`src/rtl/iter_mul_calc_pkg.sv`:
```
// Shared definitions for the iterative shift-add multiplier.
// Holds the FSM state encoding and the default operand width.
package iter_mul_calc_pkg;

    // Default operand width; the product is twice this wide.
    localparam int DEF_NBITS = 8;

    typedef enum logic [1:0] {
        IDLE = 2'd0,
        CALC = 2'd1,
        DONE = 2'd2
    } state_t;

endpackage

```
`src/rtl/iter_mul_calc_dpath.sv`:
```
// Datapath of the shift-add multiplier: a/b/acc registers, one adder
// and the iteration counter.
// Ports: clk, rst (sync, active-high); load captures in0/in1 and clears
// acc/cnt; step performs one shift (add selects acc += a on that step);
// result views acc; b_lsb, b_zero, cnt_last are status for the FSM.
module iter_mul_calc_dpath
    import iter_mul_calc_pkg::*;
#(
    parameter int nbits = DEF_NBITS
) (
    input  logic               clk,
    input  logic               rst,
    input  logic               load,
    input  logic               step,
    input  logic               add,
    input  logic [nbits-1:0]   in0,
    input  logic [nbits-1:0]   in1,
    output logic [2*nbits-1:0] result,
    output logic               b_lsb,
    output logic               b_zero,
    output logic               cnt_last
);

    localparam int CW = $clog2(nbits);

    logic [2*nbits-1:0] a;
    logic [2*nbits-1:0] acc;
    logic [nbits-1:0]   b;
    logic [CW-1:0]      cnt;

    always_ff @(posedge clk) begin
        if (rst) begin
            a   <= '0;
            b   <= '0;
            acc <= '0;
            cnt <= '0;
        end else if (load) begin
            a   <= {{nbits{1'b0}}, in0};
            b   <= in1;
            acc <= '0;
            cnt <= '0;
        end else if (step) begin
            if (add) begin
                acc <= acc + a;
            end
            a   <= a << 1;
            b   <= b >> 1;
            cnt <= cnt + CW'(1);
        end
    end

    assign result   = acc;
    assign b_lsb    = b[0];
    // High when no multiplier bits remain above the one consumed this
    // cycle, i.e. b becomes zero after the current step.
    assign b_zero   = (b[nbits-1:1] == '0);
    assign cnt_last = (cnt == CW'(nbits - 1));

endmodule

```
`src/rtl/iter_mul_calc.sv`:
```
// Iterative shift-add unsigned multiplier with val/rdy in/out streams.
// Ports: clk, rst (sync, active-high); in0/in1 operands with
// istream_val/istream_rdy; result (2*nbits) with ostream_val/ostream_rdy.
// Optional: ITER_MUL_CALC_EARLY_EXIT_EN ends CALC once b runs out of bits.
module iter_mul_calc
    import iter_mul_calc_pkg::*;
#(
    parameter int nbits = DEF_NBITS
) (
    input  logic               clk,
    input  logic               rst,
    input  logic [nbits-1:0]   in0,
    input  logic [nbits-1:0]   in1,
    input  logic               istream_val,
    output logic               istream_rdy,
    output logic [2*nbits-1:0] result,
    output logic               ostream_val,
    input  logic               ostream_rdy
);

    state_t state;
    state_t state_nxt;

    logic load;
    logic step;
    logic b_lsb;
    logic b_zero;
    logic cnt_last;
    logic early_exit;

`ifdef ITER_MUL_CALC_EARLY_EXIT_EN
    assign early_exit = b_zero;
`else
    assign early_exit = 1'b0;
    logic unused_b_zero;
    assign unused_b_zero = b_zero;
`endif

    iter_mul_calc_dpath #(
        .nbits(nbits)
    ) u_dpath (
        .clk     (clk),
        .rst     (rst),
        .load    (load),
        .step    (step),
        .add     (step & b_lsb),
        .in0     (in0),
        .in1     (in1),
        .result  (result),
        .b_lsb   (b_lsb),
        .b_zero  (b_zero),
        .cnt_last(cnt_last)
    );

    always_ff @(posedge clk) begin
        if (rst) begin
            state <= IDLE;
        end else begin
            state <= state_nxt;
        end
    end

    always_comb begin
        state_nxt = state;
        load      = 1'b0;
        step      = 1'b0;
        unique case (state)
            IDLE: begin
                if (istream_val) begin
                    load      = 1'b1;
                    state_nxt = CALC;
                end
            end
            CALC: begin
                step = 1'b1;
                if (cnt_last || early_exit) begin
                    state_nxt = DONE;
                end
            end
            DONE: begin
                if (ostream_rdy) begin
                    state_nxt = IDLE;
                end
            end
            default: begin
                state_nxt = IDLE;
            end
        endcase
    end

    // Handshake outputs are masked while reset is held so that nothing
    // is offered or accepted during the reset window.
    assign istream_rdy = (state == IDLE) && !rst;
    assign ostream_val = (state == DONE) && !rst;

endmodule

```
`config.mk`:
```
export PLATFORM = sky130hd
export DESIGN_NAME = iter_mul_calc
export DESIGN_NICKNAME = d
export VERILOG_FILES = /design/src/rtl/iter_mul_calc_pkg.sv /design/src/rtl/iter_mul_calc_dpath.sv /design/src/rtl/iter_mul_calc.sv
export SDC_FILE = /design/constraint.sdc
export NUM_CORES = 1
export LEC_CHECK = 0
export ABC_AREA = 0
export CORE_MARGIN = 4
export CORE_UTILIZATION = 50
export DETAILED_ROUTE_END_ITERATION = 8
export PLACE_DENSITY = 0.75
export RECOVER_POWER = 25
export SYNTH_ARGS = -nofsm -noshare
export SYNTH_HDL_FRONTEND = slang
export SYNTH_SLANG_ARGS = --single-unit
```
`constraint.sdc`:
```
create_clock -name clk -period 4.6 [get_ports clk]
set_clock_uncertainty 0.05 [all_clocks]
set_input_delay 0.69 -clock clk [delete_from_list [all_inputs] [get_ports clk]]
set_output_delay 0.69 -clock clk [all_outputs]
set_load 0.03 [all_outputs]
```
Word level (Yosys, flattened, before mapping)
Cells that the tools add are included.
- word-level logic and storage cells: 34
- input port bits: 20
- register bits: 45
- output and inout bits: 18
- reductions and logical operators: 8
- add/sub/neg operators: 2
- muxes and demuxes: 11
- bitwise operators: 1
- eq/ne operators: 6
- operators by type and width (cell ; count):
    two-way mux 8 bit ; 4
    adder 16 bit ; 1
    two-way mux 2 bit ; 3
    inequality test 2 bit, second input constant ; 3
    case mux 2 bit (3 select lines) ; 1
    adder 3 x 1 -> 3 bit, second input constant ; 1
    == test 3 bit, second input constant ; 1
    two-way mux 1 bit ; 3
    AND reduction 3 bit ; 1
    == test 2 x 1 -> 1 bit, second input constant ; 1
    == test 2 bit, second input constant ; 1
    logical AND 1 bit ; 2
    zero test 2 bit ; 1
    AND reduction 2 bit ; 1
    nonzero test 2 bit ; 1
    OR reduction 2 bit ; 1
    AND 1 bit ; 1
    zero test 1 bit ; 1

Depth between registers and ports, before layout
- depth in word-level cells: 4
- mapped depth: 8
- depth with buffers taken out: 8

Modules after synthesis
A second synthesis with hierarchy kept.
- cell total of the unflattened synthesis: 305
- area total of the unflattened synthesis: 2549.9 um^2
- by module, submodules not included (module ; cells each ; times used ; area each (um^2) ; sequential area each (um^2)):
    iter_mul_calc_dpath ; 292 ; 1 ; 2436.1 ; 860.8
    iter_mul_calc ; 13 ; 1 ; 113.9 ; 40.0

Worst setup path after synthesis
No wires, ideal clock.
- kind: register to register
- start: register u_dpath.acc[0], in the netlist u_dpath.result[0]
- end: register u_dpath.acc[12], in the netlist u_dpath.result[12]
- buffers on the path: 0
- required time: 4.475 ns
- arrival: 2.277 ns
- setup slack: 2.198 ns
- clock period less this slack: 2.402 ns
- stages on the path, launching flop included: 9
- setup time: 0.075 ns
- cell sequence: dfxtp_1 -> ha_1 -> fa_1 -> a21o_1 -> a311oi_2 -> o211ai_2 -> nand4_1 -> mux2_2 -> o22ai_1
- word-level cells in the longest chain between the ends: 1
- ends and longest elaborated chain (what ; line ; text):
    from (decl) ; iter_mul_calc_dpath.sv:27 ; logic [2*nbits-1:0] acc;
    from (signal assigned) ; iter_mul_calc_dpath.sv:44 ; acc <= acc + a;
    adder 16 bit ; iter_mul_calc_dpath.sv:44 ;
Every way passes these cells.
A chain may end at the register's enable or synchronous reset.

Worst setup path in the final report
- start: input istream_val
- end: register u_dpath.acc[13], in the netlist u_dpath.result[13]
- word-level cells in the longest chain between the ends: 3
- ends and longest elaborated chain (what ; line ; text):
    from (decl) ; iter_mul_calc.sv:14 ; input logic istream_val,
    two-way mux 1 bit ; iter_mul_calc.sv:69 ; if (istream_val) begin
    two-way mux 1 bit ; iter_mul_calc.sv:67 ; unique case (state)
    OR reduction 2 bit (no line) ; -- ;
Every way passes these cells.

==> metrics <==
status finished, final reports clean; crit share post-route 0.680; Synth Area in Compound Gates 0.243; Core ar. 4720 sq um; Max Cap Violations 0; Worst-Skew Late Latency 0.29 ns; Switching Share 0.251; H-Tree Depth 2; Final Setup Violations 0; chip height 77.8 microns; Post-Synth XOR/XNOR Area 0.0252; top_reg_cell synth dfxtp_1; Worst Path Required 4.73 ns; critical path's slowest cell clkbuf_1; # DRC 0; first-pass GRT wire length 9.14 mm; num ports 38; drt via density 5.49; worst slew pin tran 1.02 ns; Mapped Cells 299; Synth area leader dfxtp_1; largest net degree at the start of global routing 25; Synth Cell Area 2430 sq um; die area 6050 sq um; number of enable flip-flop cells after synthesis 0; area grow syn2layout 19.8%; P_int 0.558 mW; CTS Buf Count 5; max-slew violations 0; Adder-Cell Fraction of Synth Area 0.0956; vias in the first global route 2074; multi-input logic area 1440 sq um; Worst Setup End Kind flip-flop; Crit path largest cell delay 0.69 ns; Port Buffer Count 37; syn_area_per_cell 8.14 sq um; CP Depth 8; Yosys cell types 49; Area contributors post-synth dfxtp_1 (37%), a21oi_1 (9.5%), nand2_1 (9.2%), ha_1 (8.7%), a22oi_1 (4.9%); largest family of logic cells by synthesized area compound AO/OA/AOI/OAI gates; Reg2Reg Depth 7; num rows 25; Tmin final 3.13 ns; CP bufs+invs 3; CP arrival 3.26 ns; First-pass DRT Iterations 4; RSZ-0062 raised after global routing false; Min-Delay Path Class flip-flop to flip-flop; CTS Hold Bufs 0; setup bufs post-CTS 0; Fmax achieved 320 MHz; TritonCTS clock tree built; Min Hold Slack 0.410 ns; Power Density 255 nW/um^2; Yosys reg bits 45; total routed wirelength 5.28 mm; post-synthesis mux area share 0.0211; Critical Path Start Type input port; CTS Buffer Depth 2; fin nets 368; delay-heaviest family, CP buffers and inverters; Max FO, Critical Path 23; Async S/R FF share, synth 0; Non-Filler Instances 397; Ys Warns 0; syn_nets 337; Post-Route Utilization 0.618; Post-Synth Simple-Gate Area 0.209; Place WS 1.70 ns; GP Congestion 0.803; DR WL/cell 13.3 microns; antenna violations before repair 0; leakage 1.12 nW; Cells on Worst Hold Path 2; worst vdd ir 158 uV; Seq. cell area 901 sq um; die width 77.8 microns; final instance area 2920 sq um; setup ws final 1.47 ns; Placed Cells 390; gr ovfl total 0; Setup CP Type input port to flip-flop; Clock power frac 0.328; flop-to-flop setup slack 1.99 ns; Final Hold Viols 0; fraction of layout cells with a size suffix above 1 0.0667; Root Driver clkbuf_8; sequential area share after synthesis 0.370; Switch Pwr 0.187 mW; Tot Pwr 0.744 mW; DP Area 2840 sq um; Fillers 447; Detail Route Antenna Nets 0; Detailed Place HPWL 3.79 mm; cells along the critical path dlygate4sd3_1, nor3b_1, clkbuf_1, or2_0, buf_4, nor3_1, mux2i_1, nand2_1; Initial Util 0.515; worst rel slew slack 0.321; gr usage total 0.185; Gate power share 0.120; Worst-path clk slew 0.08 ns; # diodes 0; clock sinks 45; Seq pwr share 0.551; Resized cells post-CTS 0; via count 2179; area share of the largest cell type after synthesis 0.370; Iter 0 DRT Violations 113; setup_tns 0 ns
## per-layer routing
layer | up-vias | GRT usage | share of wire
li1 | 1128 | - | -
met1 | 1001 | 0.238 | 0.48
met2 | 45 | 0.307 | 0.47
met3 | 5 | 0.0383 | 0.038
met4 | 0 | 0.0623 | 0.012
met5 | - | 0 | 0
## worst reg2reg max path, stage by stage, from the launching register on
cell	delay, ns
dfxtp_1	0.37
nor3b_1	0.22
clkbuf_1	0.69
or2_0	0.58
buf_4	0.32
nor3_1	0.07
mux2i_1	0.15
nand2_1	0.06
## cells by family (layout without fill, tap and decap cells)
logic type,after synthesis,count (layout)
flip-flops,45,45
adder cells (fa/ha/maj),18,18
AO/OA/AOI/OAI,93,93
AND/OR/NAND/NOR,112,112
buffers and inverters,19,50
multiplexers,5,5
XOR/XNOR,7,7
## sequential cells by signal, summed over array words and instances (netlist names)
signal / cells
u_dpath.b: 8
u_dpath.a: 16
u_dpath.result: 16
u_dpath.cnt: 3
state: 2
## cells in the mapped netlist (2+ instances only)
cell type	n
nor2b_1	2
clkbuf_1	7
nand2_1	60
a21oi_1	46
nand4_1	4
dfxtp_1	45
a211oi_1	3
nand2_2	2
xor2_1	2
nand2b_1	2
ha_1	17
nor3_1	3
or3_2	2
o211ai_1	2
xnor2_1	5
mux2i_1	4
buf_2	7
nor2_1	18
a22oi_1	16
o21a_1	3
buf_1	2
o21ai_0	7
a21o_1	3
nand3_1	9
o21bai_1	2
o211ai_2	2
and3_1	2
## cell type report
cell class / instances / area share
flip-flops and latches: 45 / 0.309
clock buffers: 6 / 0.0283
repair buffers: 42 / 0.136
well taps: 67 / 0.0287
inverters: 1 / 0.00129
clock inverters: 1 / 0.00257
multi-input cells: 235 / 0.494
## layout by cell type, fill, tap and decap left out, types with 2 or more instances in the layout
cell | netlist | final
nor3b_1 | 1 | 2
nand2_1 | 60 | 60
o21a_1 | 3 | 3
clkbuf_1 | 7 | 3
nand2_2 | 2 | 2
a211oi_1 | 3 | 3
o211ai_1 | 2 | 2
nand4_1 | 4 | 4
xnor2_1 | 5 | 5
dlygate4sd3_1 | 0 | 6
xor2_1 | 2 | 2
o211ai_2 | 2 | 2
mux2i_1 | 4 | 4
or3_2 | 2 | 2
dfxtp_1 | 45 | 45
a21oi_1 | 46 | 46
nand2b_1 | 2 | 2
nor2_1 | 18 | 18
a22oi_1 | 16 | 16
o21bai_1 | 2 | 2
nor3_1 | 3 | 3
buf_4 | 0 | 2
and3_1 | 2 | 2
ha_1 | 17 | 17
o21ai_0 | 7 | 7
nand3_1 | 9 | 9
clkdlybuf4s50_1 | 0 | 31
a21o_1 | 3 | 3
clkbuf_8 | 0 | 6
## path summary, 6_finish.rpt
check               start                 end
max           istream_val  u_dpath.result[13]
min          u_dpath.b[1]        u_dpath.b[1]
max reg2reg      state[1]  u_dpath.result[13]
min reg2reg  u_dpath.b[1]        u_dpath.b[1]
## power groups by stage
stage                     Combinational (mW)  Clock [mW]  Sequential (mW)
after floorplan                       0.0605           0            0.418
after global placement                0.0903           0            0.419
after detailed placement              0.0921           0            0.420
after CTS                             0.0922       0.254            0.411
after global routing                  0.0994       0.270            0.412
final                                 0.0895       0.244            0.410
Power figures use the tool's default switching activity.
